`src/rtl/cache_fill_controller_pkg.sv`:
```
// Shared definitions for the cache fill controller: FSM encoding, block
// geometry defaults and the word-offset shift used to form byte addresses.
package cache_fill_controller_pkg;

  typedef enum logic {
    ST_IDLE = 1'b0,
    ST_FILL = 1'b1
  } state_e;

  localparam int unsigned DEF_WORDS_PER_BLOCK = 8;
  localparam int unsigned DEF_ADDR_W          = 16;
  localparam int unsigned DATA_W              = 16;
  // 16-bit words: word index -> byte offset is a shift by one
  localparam int unsigned WORD_SHIFT          = 1;

endpackage

```
`src/rtl/cache_fill_controller_fill_word_counter.sv`:
```
// Enabled word counter with saturate flag and synchronous clear.
// Ports:
//   clk, rst  - clock, asynchronous active-low reset
//   clr       - return to zero (wins over en)
//   en        - advance by one word
//   cnt       - current word index
//   sat       - set once the last index has been counted past
module cache_fill_controller_fill_word_counter #(
  parameter int unsigned CNT_W = 3
) (
  input  logic             clk,
  input  logic             rst,
  input  logic             clr,
  input  logic             en,
  output logic [CNT_W-1:0] cnt,
  output logic             sat
);

  logic [CNT_W-1:0] cnt_q, cnt_d;
  logic             sat_q, sat_d;

  // Next count; the index stays on the last word once saturated
  always_comb begin
    cnt_d = cnt_q;
    sat_d = sat_q;
    if (clr) begin
      cnt_d = '0;
      sat_d = 1'b0;
    end else if (en && !sat_q) begin
      if (cnt_q == {CNT_W{1'b1}}) begin
        sat_d = 1'b1;
      end else begin
        cnt_d = cnt_q + CNT_W'(1);
      end
    end
  end

  always_ff @(posedge clk or negedge rst) begin
    if (!rst) begin
      cnt_q <= '0;
      sat_q <= 1'b0;
    end else begin
      cnt_q <= cnt_d;
      sat_q <= sat_d;
    end
  end

  assign cnt = cnt_q;
  assign sat = sat_q;

endmodule

```
`src/rtl/cache_fill_controller.sv`:
```
// Miss handler / memory arbiter for the I- and D-cache. Grants one miss at a
// time (D-cache first), streams the block's words from pipelined memory and
// writes them, plus tag/valid and a done pulse, into the granted cache.
// Ports:
//   clk, rst                        - clock, asynchronous active-low reset
//   icache_miss/_addr, dcache_miss/_addr - held miss requests and addresses
//   mem_data, mem_data_valid        - in-order read data from memory
//   mem_en, mem_addr                - one word read request per cycle
//   fill_wen/_addr/_data, fill_sel  - data-array write into the granted cache
//   tag_wen, fill_done              - last-word tag write and completion pulse
//   busy                            - a fill is in progress
module cache_fill_controller
  import cache_fill_controller_pkg::*;
#(
  parameter int unsigned WORDS_PER_BLOCK = DEF_WORDS_PER_BLOCK,
  parameter int unsigned ADDR_W          = DEF_ADDR_W
) (
  input  logic              clk,
  input  logic              rst,
  input  logic              icache_miss,
  input  logic [ADDR_W-1:0] icache_miss_addr,
  input  logic              dcache_miss,
  input  logic [ADDR_W-1:0] dcache_miss_addr,
  input  logic [DATA_W-1:0] mem_data,
  input  logic              mem_data_valid,
  output logic              mem_en,
  output logic [ADDR_W-1:0] mem_addr,
  output logic              fill_wen,
  output logic [ADDR_W-1:0] fill_addr,
  output logic [DATA_W-1:0] fill_data,
  output logic              fill_sel,
  output logic              tag_wen,
  output logic              fill_done,
  output logic              busy
);

  localparam int unsigned CNT_W = $clog2(WORDS_PER_BLOCK);
  localparam logic [ADDR_W-1:0] OFFSET_MASK =
    ~(ADDR_W'((WORDS_PER_BLOCK << WORD_SHIFT) - 1));

  state_e            state_q, state_d;
  logic              fill_sel_q, fill_sel_d;
  logic [ADDR_W-1:0] base_q, base_d;

  logic              in_fill;
  logic              recv_last;
  logic [CNT_W-1:0]  issue_cnt, recv_cnt;
  logic              issue_sat, recv_sat;
  logic              cnt_clr;

  assign in_fill   = (state_q == ST_FILL);
  assign recv_last = in_fill && mem_data_valid &&
                     (recv_cnt == CNT_W'(WORDS_PER_BLOCK - 1));
  // Both sides restart from word 0 for every fill
  assign cnt_clr   = !in_fill || recv_last;

  cache_fill_controller_fill_word_counter #(.CNT_W(CNT_W)) u_issue_cnt (
    .clk (clk),
    .rst (rst),
    .clr (cnt_clr),
    .en  (in_fill && !issue_sat),
    .cnt (issue_cnt),
    .sat (issue_sat)
  );

  cache_fill_controller_fill_word_counter #(.CNT_W(CNT_W)) u_recv_cnt (
    .clk (clk),
    .rst (rst),
    .clr (cnt_clr),
    .en  (in_fill && mem_data_valid),
    .cnt (recv_cnt),
    .sat (recv_sat)
  );

  // Grant (fixed D-cache priority) and fill completion
  always_comb begin
    state_d    = state_q;
    fill_sel_d = fill_sel_q;
    base_d     = base_q;
    unique case (state_q)
      ST_IDLE: begin
        if (dcache_miss) begin
          fill_sel_d = 1'b1;
          base_d     = dcache_miss_addr & OFFSET_MASK;
          state_d    = ST_FILL;
        end else if (icache_miss) begin
          fill_sel_d = 1'b0;
          base_d     = icache_miss_addr & OFFSET_MASK;
          state_d    = ST_FILL;
        end
      end
      ST_FILL: begin
        // recv_sat cannot be reached normally; it guards against a lost exit
        if (recv_last || recv_sat) begin
          state_d = ST_IDLE;
        end
      end
      default: state_d = ST_IDLE;
    endcase
  end

  always_ff @(posedge clk or negedge rst) begin
    if (!rst) begin
      state_q    <= ST_IDLE;
      fill_sel_q <= 1'b0;
      base_q     <= '0;
    end else begin
      state_q    <= state_d;
      fill_sel_q <= fill_sel_d;
      base_q     <= base_d;
    end
  end

  // Memory request side and cache write side; address/data forced to 0 when idle
  always_comb begin
    mem_en    = 1'b0;
    mem_addr  = '0;
    fill_wen  = 1'b0;
    fill_addr = '0;
    fill_data = '0;
    tag_wen   = 1'b0;
    fill_done = 1'b0;
    if (in_fill && !issue_sat) begin
      mem_en   = 1'b1;
      mem_addr = base_q | (ADDR_W'(issue_cnt) << WORD_SHIFT);
    end
    if (in_fill && mem_data_valid) begin
      fill_wen  = 1'b1;
      fill_addr = base_q | (ADDR_W'(recv_cnt) << WORD_SHIFT);
      fill_data = mem_data;
    end
    tag_wen   = recv_last;
    fill_done = recv_last;
  end

  assign fill_sel = fill_sel_q;
  assign busy     = in_fill;

endmodule

```
`config.mk`:
```
export PLATFORM = sky130hd
export DESIGN_NAME = cache_fill_controller
export DESIGN_NICKNAME = d
export VERILOG_FILES = /design/src/rtl/cache_fill_controller_pkg.sv /design/src/rtl/cache_fill_controller_fill_word_counter.sv /design/src/rtl/cache_fill_controller.sv
export SDC_FILE = /design/constraint.sdc
export NUM_CORES = 1
export LEC_CHECK = 0
export BUFFER_PORTS_ARGS = -buffer_cell sky130_fd_sc_hd__buf_2
export CORE_MARGIN = 3
export CORE_UTILIZATION = 40
export DETAILED_ROUTE_END_ITERATION = 8
export PLACE_DENSITY = 0.78
export SYNTH_ARGS = -nofsm -noshare
export SYNTH_HDL_FRONTEND = slang
export SYNTH_SLANG_ARGS = --single-unit
```
`constraint.sdc`:
```
create_clock -name clk -period 1.4 [get_ports clk]
set_input_delay 0.28 -clock clk [delete_from_list [all_inputs] [get_ports clk]]
set_output_delay 0.28 -clock clk [all_outputs]
set_load 0.03 [all_outputs]
```
==> impl_metrics.json <==
{
  "antenna_cells": 0,
  "worstPathRequired_ns": 1.12,
  "arrival_ns": 1.37,
  "setup_viol": 50,
  "ctsLongestPathBuffers": 2,
  "postRouteAntennaNets": 0,
  "timing.fmax_mhz": 605,
  "hpwl_um": 2960,
  "worstPathMaxFanout": 8,
  "die_w_um": 65.1,
  "drv_cap": 0,
  "grt_use_total_pct": 21.8,
  "status": "finished with violations",
  "num_rows": 20,
  "cts_root_buf": "clkbuf_4",
  "finalClockSkew_ns": 0.00748,
  "finalWirelength_um": 4940,
  "htreeDepth": 1,
  "min_path_type": "input pin to flip-flop",
  "ys_warn_count": 0,
  "syn_inst": 155,
  "synth_cell_types": 23,
  "antenna_found_initial": 0,
  "p_leak_nw": 1.35,
  "initial_core_util_pct": 43.9,
  "maxSlewViolCount": 0,
  "worst_pin_slew_ns": 0.506,
  "worstHoldPathCells": 3,
  "clk_latency_ns": 0.31,
  "async_flop_share_pct": 100,
  "first_iter_violations": 42,
  "wl_per_cell_um": 16.4,
  "crit_type": "flip-flop to output pin",
  "rsz0062_at_grt": "yes",
  "period_needed_ns": 1.65,
  "ys_ff_latch": 22,
  "cts_sinks": 22,
  "layout_setup_ws_ns": -0.254,
  "end_kind": "output pin",
  "final_cell_mix": "buf_6, buf_2, and3_4",
  "worst_setup_path_start_kind": "flip-flop",
  "numCtsBuffers": 3,
  "setup-tns-final_ns": -9.30,
  "grt_overflow_total": 0,
  "avgSynthCellArea_um2": 9.01,
  "grt_pass1_wl_um": 7190,
  "drive_gt1_share_pct": 67.7,
  "io_buffers": 96,
  "syn_area_um2": 1400,
  "yosysSeqAreaShare_pct": 39.4,
  "coreArea_um2": 3180,
  "finalHoldViolCount": 0,
  "via_per_inst": 5.08,
  "syn_to_final_growth_pct": 87.9,
  "fin_crit_sh_pct": 118,
  "violations": "setup timing",
  "dr.pass1.iters": 4,
  "clk_pin_slew_ns": 0.12,
  "layout_commonest_cell": "buf_6",
  "r2r_cells": 4,
  "synthFlopType": "dfrtp_1",
  "nets": 315,
  "slew_headroom_pct": 66.2,
  "dr_total_vias": 1529,
  "boundaryPins": 107,
  "powerDensity_nw_per_um2": 2270,
  "cts_tree": "built",
  "grt_pass1_vias": 1537,
  "synth_edf_count": 0,
  "drc": 0,
  "grt_max_degree": 36,
  "gp_congestion": 0.784,
  "pre_cts_ws_ns": -0.0103,
  "ir_drop_mv": 1.54,
  "die_area_um2": 4240,
  "die_h_um": 65.1
}
[cell type report]
class / count / area, um^2
fill: 189 / 554
sequential: 22 / 552
inverter: 3 / 11.3
clock buffer: 4 / 26.3
multi-input combinational: 117 / 1010
tap: 44 / 55.1
timing repair buffer: 111 / 968
[flip-flops by register name (all words and copies together) (netlist names)]
signal	cells
u_recv_cnt.cnt	3
u_recv_cnt.sat	1
base_q	12
u_issue_cnt.sat	1
u_issue_cnt.cnt	3
fill_sel	1
busy	1
[Yosys cell counts (4+ instances only)]
library cell,n,share of area (%)
and2_1,15,6.7
and3_1,29,13
and3_2,4,2.2
buf_4,5,2.7
clkbuf_1,6,1.6
dfrtp_1,22,39
ha_1,4,3.6
mux2i_1,14,10
nand2_1,16,4.3
nor2_1,5,1.3
o21ai_0,18,6.5
[kinds of logic after synthesis]
logic type / after synthesis / synth area share, %
compound gates: 22 / 9.14
other cells: 1 / 0.269
mux: 14 / 10.0
fa+ha+maj: 4 / 3.58
flops: 22 / 39.4
simple gates: 73 / 29.9
xor+xnor: 1 / 0.627
buf+inv: 18 / 6.99
[layer usage]
metal | GRT usage [%] | share of wire (%)
met5 | 0 | 0
met4 | 6.48 | 1.3
met3 | 5.37 | 6.7
met2 | 40.2 | 55
met1 | 24.5 | 37
[worst paths after layout]
path	startpoint	endpoint	slack, ns
worst max-delay path	busy	mem_addr[11]	-0.25
worst min-delay path	icache_miss_addr[8]	base_q[8]	0.26
worst max register to register	busy	base_q[11]	0.04
worst min register to register	base_q[8]	base_q[8]	0.53
max in group asynchronous	rst	busy	0.57
min in group asynchronous	rst	base_q[12]	0.47
[critical path, stage by stage (launching register included)]
cell and delay (ns):
dfrtp_2 0.50, and2b_4 0.27, and2_4 0.17, buf_6 0.13
[stage by stage]
step	instances	area (um^2)	util (%)	hold slack, ns	power (mW)
after floorplan	156	1460	-	-0.0156	3.35
after global placement	289	1970	62.0	0.270	4.10
after detailed placement	289	1970	62.0	0.265	4.17
after CTS	299	2390	75.3	0.255	5.47
after global routing	301	2620	82.6	0.254	6.30
final	301	2620	82.6	0.259	5.97
[power by group]
part           total [mW]  switching, mW  internal, mW  leakage (nW)
registers            1.19          0.260         0.932         0.271
clock network       0.294          0.183         0.111        0.0150
logic                4.48           2.31          2.17          1.07
total                5.97           2.75          3.22          1.35
[timing repair]
item,4_1_cts,5_1_grt
resized for setup,114,54
hold endpoints to repair,22,0
setup buffers,4,2
cloned,2,1
endpoints found under the setup margin,50,59
pin swaps,20,15
hold buffers,1,0
No activity file was read; power rests on OpenSTA's default activity.
